[config.mk]
export PLATFORM = sky130hd
export DESIGN_NAME = mem_bus_sequencer
export DESIGN_NICKNAME = d
export VERILOG_FILES = /design/src/rtl/mem_bus_sequencer_pkg.sv /design/src/rtl/mem_bus_sequencer_arb.sv /design/src/rtl/mem_bus_sequencer.sv
export SDC_FILE = /design/constraint.sdc
export NUM_CORES = 1
export LEC_CHECK = 0
export BUFFER_PORTS_ARGS = -buffer_cell sky130_fd_sc_hd__buf_2
export CAP_MARGIN = 25
export CORE_MARGIN = 2
export CORE_UTILIZATION = 50
export CTS_BUF_LIST = sky130_fd_sc_hd__clkbuf_16
export DETAILED_ROUTE_END_ITERATION = 16
export PLACE_DENSITY = 0.84
export SKIP_CTS_REPAIR_TIMING = 1
export SLEW_MARGIN = 20
export SYNTH_ARGS = -nofsm -noshare
export SYNTH_HDL_FRONTEND = slang
export SYNTH_SLANG_ARGS = --single-unit
export TNS_END_PERCENT = 1
[constraint.sdc]
create_clock -name clk -period 6.7 [get_ports clk]
set_clock_uncertainty 0.15 [all_clocks]
set_input_delay 0.67 -clock clk [delete_from_list [all_inputs] [get_ports clk]]
set_output_delay 0.67 -clock clk [all_outputs]
set_load 0.02 [all_outputs]
[src/rtl/mem_bus_sequencer_pkg.sv]
// Shared types and constants for the memory bus sequencer: FSM states,
// access-size codes, requester identities and a size decoder.
package mem_bus_sequencer_pkg;

  typedef enum logic [1:0] {
    ST_IDLE = 2'd0,
    ST_BEAT = 2'd1,
    ST_WAIT = 2'd2,
    ST_RESP = 2'd3
  } state_t;

  typedef enum logic {
    PORT_IF = 1'b0,
    PORT_D  = 1'b1
  } port_t;

  localparam logic [1:0] SIZE_B = 2'd0;
  localparam logic [1:0] SIZE_H = 2'd1;
  localparam logic [1:0] SIZE_W = 2'd2;

  // Size code 3 is treated as a full word.
  function automatic logic [2:0] size_to_nbytes(input logic [1:0] size);
    case (size)
      SIZE_B:  size_to_nbytes = 3'd1;
      SIZE_H:  size_to_nbytes = 3'd2;
      default: size_to_nbytes = 3'd4;
    endcase
  endfunction

endpackage

[src/rtl/mem_bus_sequencer_arb.sv]
// Two-requester round-robin arbiter; the last-grant flop only moves when the
// parent says a grant was actually taken (advance high).
module rr_arbiter2
  import mem_bus_sequencer_pkg::*;
(
  input  logic clk,
  input  logic rst_n,
  input  logic req_if,
  input  logic req_d,
  input  logic advance,
  output logic grant_if,
  output logic grant_d
);

  port_t last_grant;

  always_comb begin
    grant_if = 1'b0;
    grant_d  = 1'b0;
    if (req_if && req_d) begin
      if (last_grant == PORT_D) grant_if = 1'b1;
      else                      grant_d  = 1'b1;
    end else if (req_if) begin
      grant_if = 1'b1;
    end else if (req_d) begin
      grant_d = 1'b1;
    end
  end

  // Reset value makes the data port win the first contested round.
  always_ff @(posedge clk or negedge rst_n) begin
    if (!rst_n) begin
      last_grant <= PORT_IF;
    end else if (advance) begin
      if (grant_if)     last_grant <= PORT_IF;
      else if (grant_d) last_grant <= PORT_D;
    end
  end

endmodule

[src/rtl/mem_bus_sequencer.sv]
// Arbitrates fetch and load/store requests and serialises each access into
// little-endian byte beats on the 8-bit pin bus, assembling read data.
module mem_bus_sequencer
  import mem_bus_sequencer_pkg::*;
#(
  parameter int READ_LAT = 1
) (
  input  logic        clk,
  input  logic        rst_n,
  input  logic        if_req,
  input  logic [7:0]  if_addr,
  output logic        if_ready,
  output logic        if_rsp,
  input  logic        d_req,
  input  logic        d_we,
  input  logic [1:0]  d_size,
  input  logic [7:0]  d_addr,
  input  logic [31:0] d_wdata,
  output logic        d_ready,
  output logic        d_rsp,
  output logic [31:0] rdata,
  output logic [7:0]  bus_addr,
  output logic [7:0]  bus_oe,
  output logic [7:0]  bus_wdata,
  input  logic [7:0]  bus_rdata
);

  localparam logic [1:0] LAT_LAST = 2'(READ_LAT - 1);

  state_t      state;
  state_t      state_next;
  port_t       owner;
  logic [7:0]  base_addr;
  logic        is_write;
  logic [2:0]  nbytes;
  logic [31:0] wdata_q;
  logic [1:0]  beat_cnt;
  logic [1:0]  lat_cnt;
  logic [1:0]  next_beat;
  logic        grant_if;
  logic        grant_d;
  logic        in_idle;
  logic        accept;
  logic        last_beat;
  logic        lat_done;

  assign in_idle   = (state == ST_IDLE);
  assign accept    = in_idle && (grant_if || grant_d);
  assign next_beat = beat_cnt + 2'd1;
  assign last_beat = ({1'b0, beat_cnt} == (nbytes - 3'd1));
  assign lat_done  = (lat_cnt == LAT_LAST);

  rr_arbiter2 u_arb (
    .clk      (clk),
    .rst_n    (rst_n),
    .req_if   (if_req),
    .req_d    (d_req),
    .advance  (in_idle),
    .grant_if (grant_if),
    .grant_d  (grant_d)
  );

  always_ff @(posedge clk or negedge rst_n) begin
    if (!rst_n) state <= ST_IDLE;
    else        state <= state_next;
  end

  // A read beat is one BEAT cycle followed by READ_LAT WAIT cycles.
  always_comb begin
    state_next = state;
    case (state)
      ST_IDLE: if (accept) state_next = ST_BEAT;
      ST_BEAT: begin
        if (!is_write)     state_next = ST_WAIT;
        else if (last_beat) state_next = ST_RESP;
      end
      ST_WAIT: if (lat_done) state_next = last_beat ? ST_RESP : ST_BEAT;
      ST_RESP: state_next = ST_IDLE;
      default: state_next = ST_IDLE;
    endcase
  end

  always_comb begin
    if_ready = rst_n && in_idle && grant_if;
    d_ready  = rst_n && in_idle && grant_d;
    if_rsp   = (state == ST_RESP) && (owner == PORT_IF);
    d_rsp    = (state == ST_RESP) && (owner == PORT_D);
    bus_oe   = ((state == ST_BEAT) && is_write) ? 8'hFF : 8'h00;
  end

  always_ff @(posedge clk or negedge rst_n) begin
    if (!rst_n) begin
      owner     <= PORT_D;
      base_addr <= 8'h00;
      is_write  <= 1'b0;
      nbytes    <= 3'd0;
      wdata_q   <= 32'h0;
      beat_cnt  <= 2'd0;
      lat_cnt   <= 2'd0;
      rdata     <= 32'h0;
      bus_addr  <= 8'h00;
      bus_wdata <= 8'h00;
    end else begin
      case (state)
        ST_IDLE: begin
          beat_cnt <= 2'd0;
          lat_cnt  <= 2'd0;
          if (accept && grant_d) begin
            owner     <= PORT_D;
            base_addr <= d_addr;
            is_write  <= d_we;
            nbytes    <= size_to_nbytes(d_size);
            wdata_q   <= d_wdata;
            bus_addr  <= d_addr;
            if (d_we) bus_wdata <= d_wdata[7:0];
            else      rdata     <= 32'h0;
          end else if (accept) begin
            owner     <= PORT_IF;
            base_addr <= if_addr;
            is_write  <= 1'b0;
            nbytes    <= 3'd4;
            bus_addr  <= if_addr;
            rdata     <= 32'h0;
          end
        end
        ST_BEAT: begin
          lat_cnt <= 2'd0;
          if (is_write && !last_beat) begin
            beat_cnt  <= next_beat;
            bus_addr  <= base_addr + 8'(next_beat);
            bus_wdata <= wdata_q[{next_beat, 3'b000} +: 8];
          end
        end
        ST_WAIT: begin
          lat_cnt <= lat_cnt + 2'd1;
          if (lat_done) begin
            lat_cnt <= 2'd0;
            rdata[{beat_cnt, 3'b000} +: 8] <= bus_rdata;
            if (!last_beat) begin
              beat_cnt <= next_beat;
              bus_addr <= base_addr + 8'(next_beat);
            end
          end
        end
        default: ;
      endcase
    end
  end

endmodule

==> key figures <==
Outcome
  – Status: finished clean

Final layout
  – Final Core Density: about three fifths
  – Share of cells above drive strength 1: 29.64%
  – Antenna cells: 0
  – P&R area growth vs syn: 18.35%
  – Post-route cell area: around 5900 sq um
  – Final #Nets: 677
  – Finished Layout Cells: roughly 740

Worst setup path
  – Critical-path cell list: inv_1, ha_1, ha_1, a21o_1, and4_1, xnor2_1, mux2_2, o21ai_0
  – Worst setup path startpoint: beat_cnt[0]
  – R2R Setup Slk: approximately 3.4 ns
  – CP arrival: 3.38 ns
  – Crit. End Element: flip-flop
  – Worst r2r path cells: 8
  – Critical path's largest stage delay: slightly above 0.8 ns
  – Reg2reg start: beat_cnt[0]
  – Slowest cell on the critical path: dfrtp_1
  – Worst r2r dst: bus_addr[5]
  – Startpoint type of the worst setup path: flip-flop
  – Worst-path maximum fanout: 17
  – Critical path's top delay family: adder cells
  – Most used cell along the critical path: ha_1
  – WS Path Type: reg -> reg
  – Critical Path RT: 6.80 ns
  – Crit path buf inv count: 1

Clock network
  – Reg clk slew, reported paths: approximately 0.07 ns
  – CTS tree: built
  – Clock Path Buffers: 2
  – Cts bufs inserted: 9
  – CTS Root Cell: clkbuf_16
  – H-tree Lvls: 3
  – Clk sinks: 100
  – Clk_lat worst skew: 0.34 ns

Floorplanning
  – # IOs: 123
  – Die W: just over 100 microns
  – DIE HEIGHT: between 100 and 150 microns
  – DIE AREA: around 11000 sq um
  – Core box area: approximately 9700 sq um
  – Initial Util: 51.06%
  – Row count: 36

STA
  – Crit path time final: approximately 3.3 ns
  – Worst slew pin tran: between 0.9 and 1 ns
  – Slew headroom: a little over a third
  – Final Hold Fails: 0
  – Setup TNS: 0 ns
  – Final setup vio count: 0
  – Crit share post-route: between 40% and 50%
  – Max Freq: 304.4 MHz
  – Unrepaired setup endpoints after global routing: false
  – Final WS setup: 3.415 ns
  – Max Slew Vio Count: 0
  – Worst hold slack: 0.1056 ns

Logic synthesis
  – Cell Area, Synth: 4945 sq um
  – Top cells by count, synth: nand2_1, dfrtp_1, o21ai_0
  – Syn avg cell area: roughly 10 sq um
  – Synth top area share: between 50% and 60%
  – Top_reg_cell synth: dfrtp_1
  – Post-synth EDFFs: 0
  – Cell accounting for the most synthesized area: dfrtp_1
  – Cells after Synth: around 490
  – YS warnings: 0
  – Register area share after synthesis: 50.63%
  – Register bit total from synthesis: 100
  – Most frequent cell after synthesis: nand2_1
  – Syn_nets: 572
  – Post-synth cell types: 40
  – Post-synthesis async set-or-reset flop share: 100.0%
  – Largest cells by area after synthesis: dfrtp_1, nand2_1, mux2_2

Route
  – DRT iter0 DRCs: 283
  – Drt drc: 0
  – Iteration count of the initial detailed-routing pass: 5
  – Vias per cell: between 5 and 6
  – Drt wl/cell: approximately 15 microns
  – DR vias: around 3.8k
  – Post-route antenna net violation count: 0
  – DRT Wirelength: 11190 microns

Power and ir drop
  – PwrDens: roughly 460 nW/um^2
  – Leakage power: around 2.9 nW
  – Final Power: approximately 2.7 mW
  – VDD IR-drop max: 225.2 uV
  – Sequential share of power: between 30% and 40%
  – Net Sw Frac: between 30% and 40%
  – Combinational power share: between 40 and 50%
  – Clk pwr share: between 10% and 20%
  – Cell internal pwr: ~1.6 mW
  – P_sw: about 1.1 mW

Global routing
  – Initial antenna violation count: 0
  – Largest net degree at the start of global routing: 73
  – Global route total overflow: 0
  – All-Layer GR Usage: around 22%
  – Vias in the first global route: between 3k and 4k
  – First-pass GRT wire length: 17930 microns

Run
  – Max cap viols: 0

Place
  – Post-place setup slack: about 3.4 ns
  – IO Port Bufs: 122
  – Cell area after placement: 5539 sq um
  – Placed cell count: 720
  – GPL Wtd Cong: 0.8301
  – HPWL Detailed: 8053 microns

Worst hold path
  – Hold Crit Class: in -> async
-- cell usage in the layout, fill, tap and decap left out, types with 9 or more instances in the layout --
cell type,instances
dfrtp_1,99
inv_1,36
clkbuf_16,9
mux2_2,25
buf_2,121
nand2_1,128
ha_1,14
o21ai_0,43
a22o_1,10
nand3_1,30
-- worst max path at each step --
stage	end	slack [ns]	cells past startpoint
floorplan	bus_wdata[1]	4.16	8
global placement	bus_addr[5]	3.56	8
detailed placement	bus_addr[5]	3.43	8
CTS	d_ready	3.33	5
global route	bus_addr[5]	3.17	8
finish	bus_addr[5]	3.41	8
-- area by class of cell --
type | instances | area [sq um]
well taps | 133 | 166.4
inverters | 36 | 135.1
clock buffers | 9 | 225.2
multi-input cells | 326 | 2098
clock inverters | 7 | 67.56
flip-flops and latches | 100 | 2504
repair buffers | 126 | 655.6
fillers | 792 | 3832
-- state kept, by name, indices dropped and copies added (netlist names) --
register and flops:
bus_addr 8, bus_wdata 8, nbytes 3, beat_cnt 2
rdata 32, lat_cnt 2, base_addr 8, u_arb.last_grant 1
state 2, owner 1, wdata_q 32, is_write 1
-- power groups by stage --
stage               Combinational (mW)  Clock [mW]  Sequential [mW]
CTS                               1.21       0.514            0.984
global route                      1.35       0.547             1.01
global placement                  1.15           0            0.977
detailed placement                1.19           0            0.994
finish                            1.21       0.504            0.987
floorplan                        0.885           0             1.03
-- per-layer routing --
| metal | routed length, microns | GRT usage, % | share of wire [%] |
|---|---|---|---|
| met1 | 5021 | 30.81 | 45 |
| met2 | 5365 | 33.65 | 48 |
| met3 | 677 | 3.226 | 6.0 |
| met4 | 129 | 10.12 | 1.2 |
| met5 | 0 | 0 | 0 |
-- cell families after synthesis --
group	share of synthesized area, %
multiplexers	10.75
flip-flops	50.63
AO/OA/AOI/OAI	10.25
XOR/XNOR	1.417
buffers and inverters	6.959
adder cells (fa/ha/maj)	3.947
AND/OR/NAND/NOR	16.04
(Power assumes the default switching activity.)
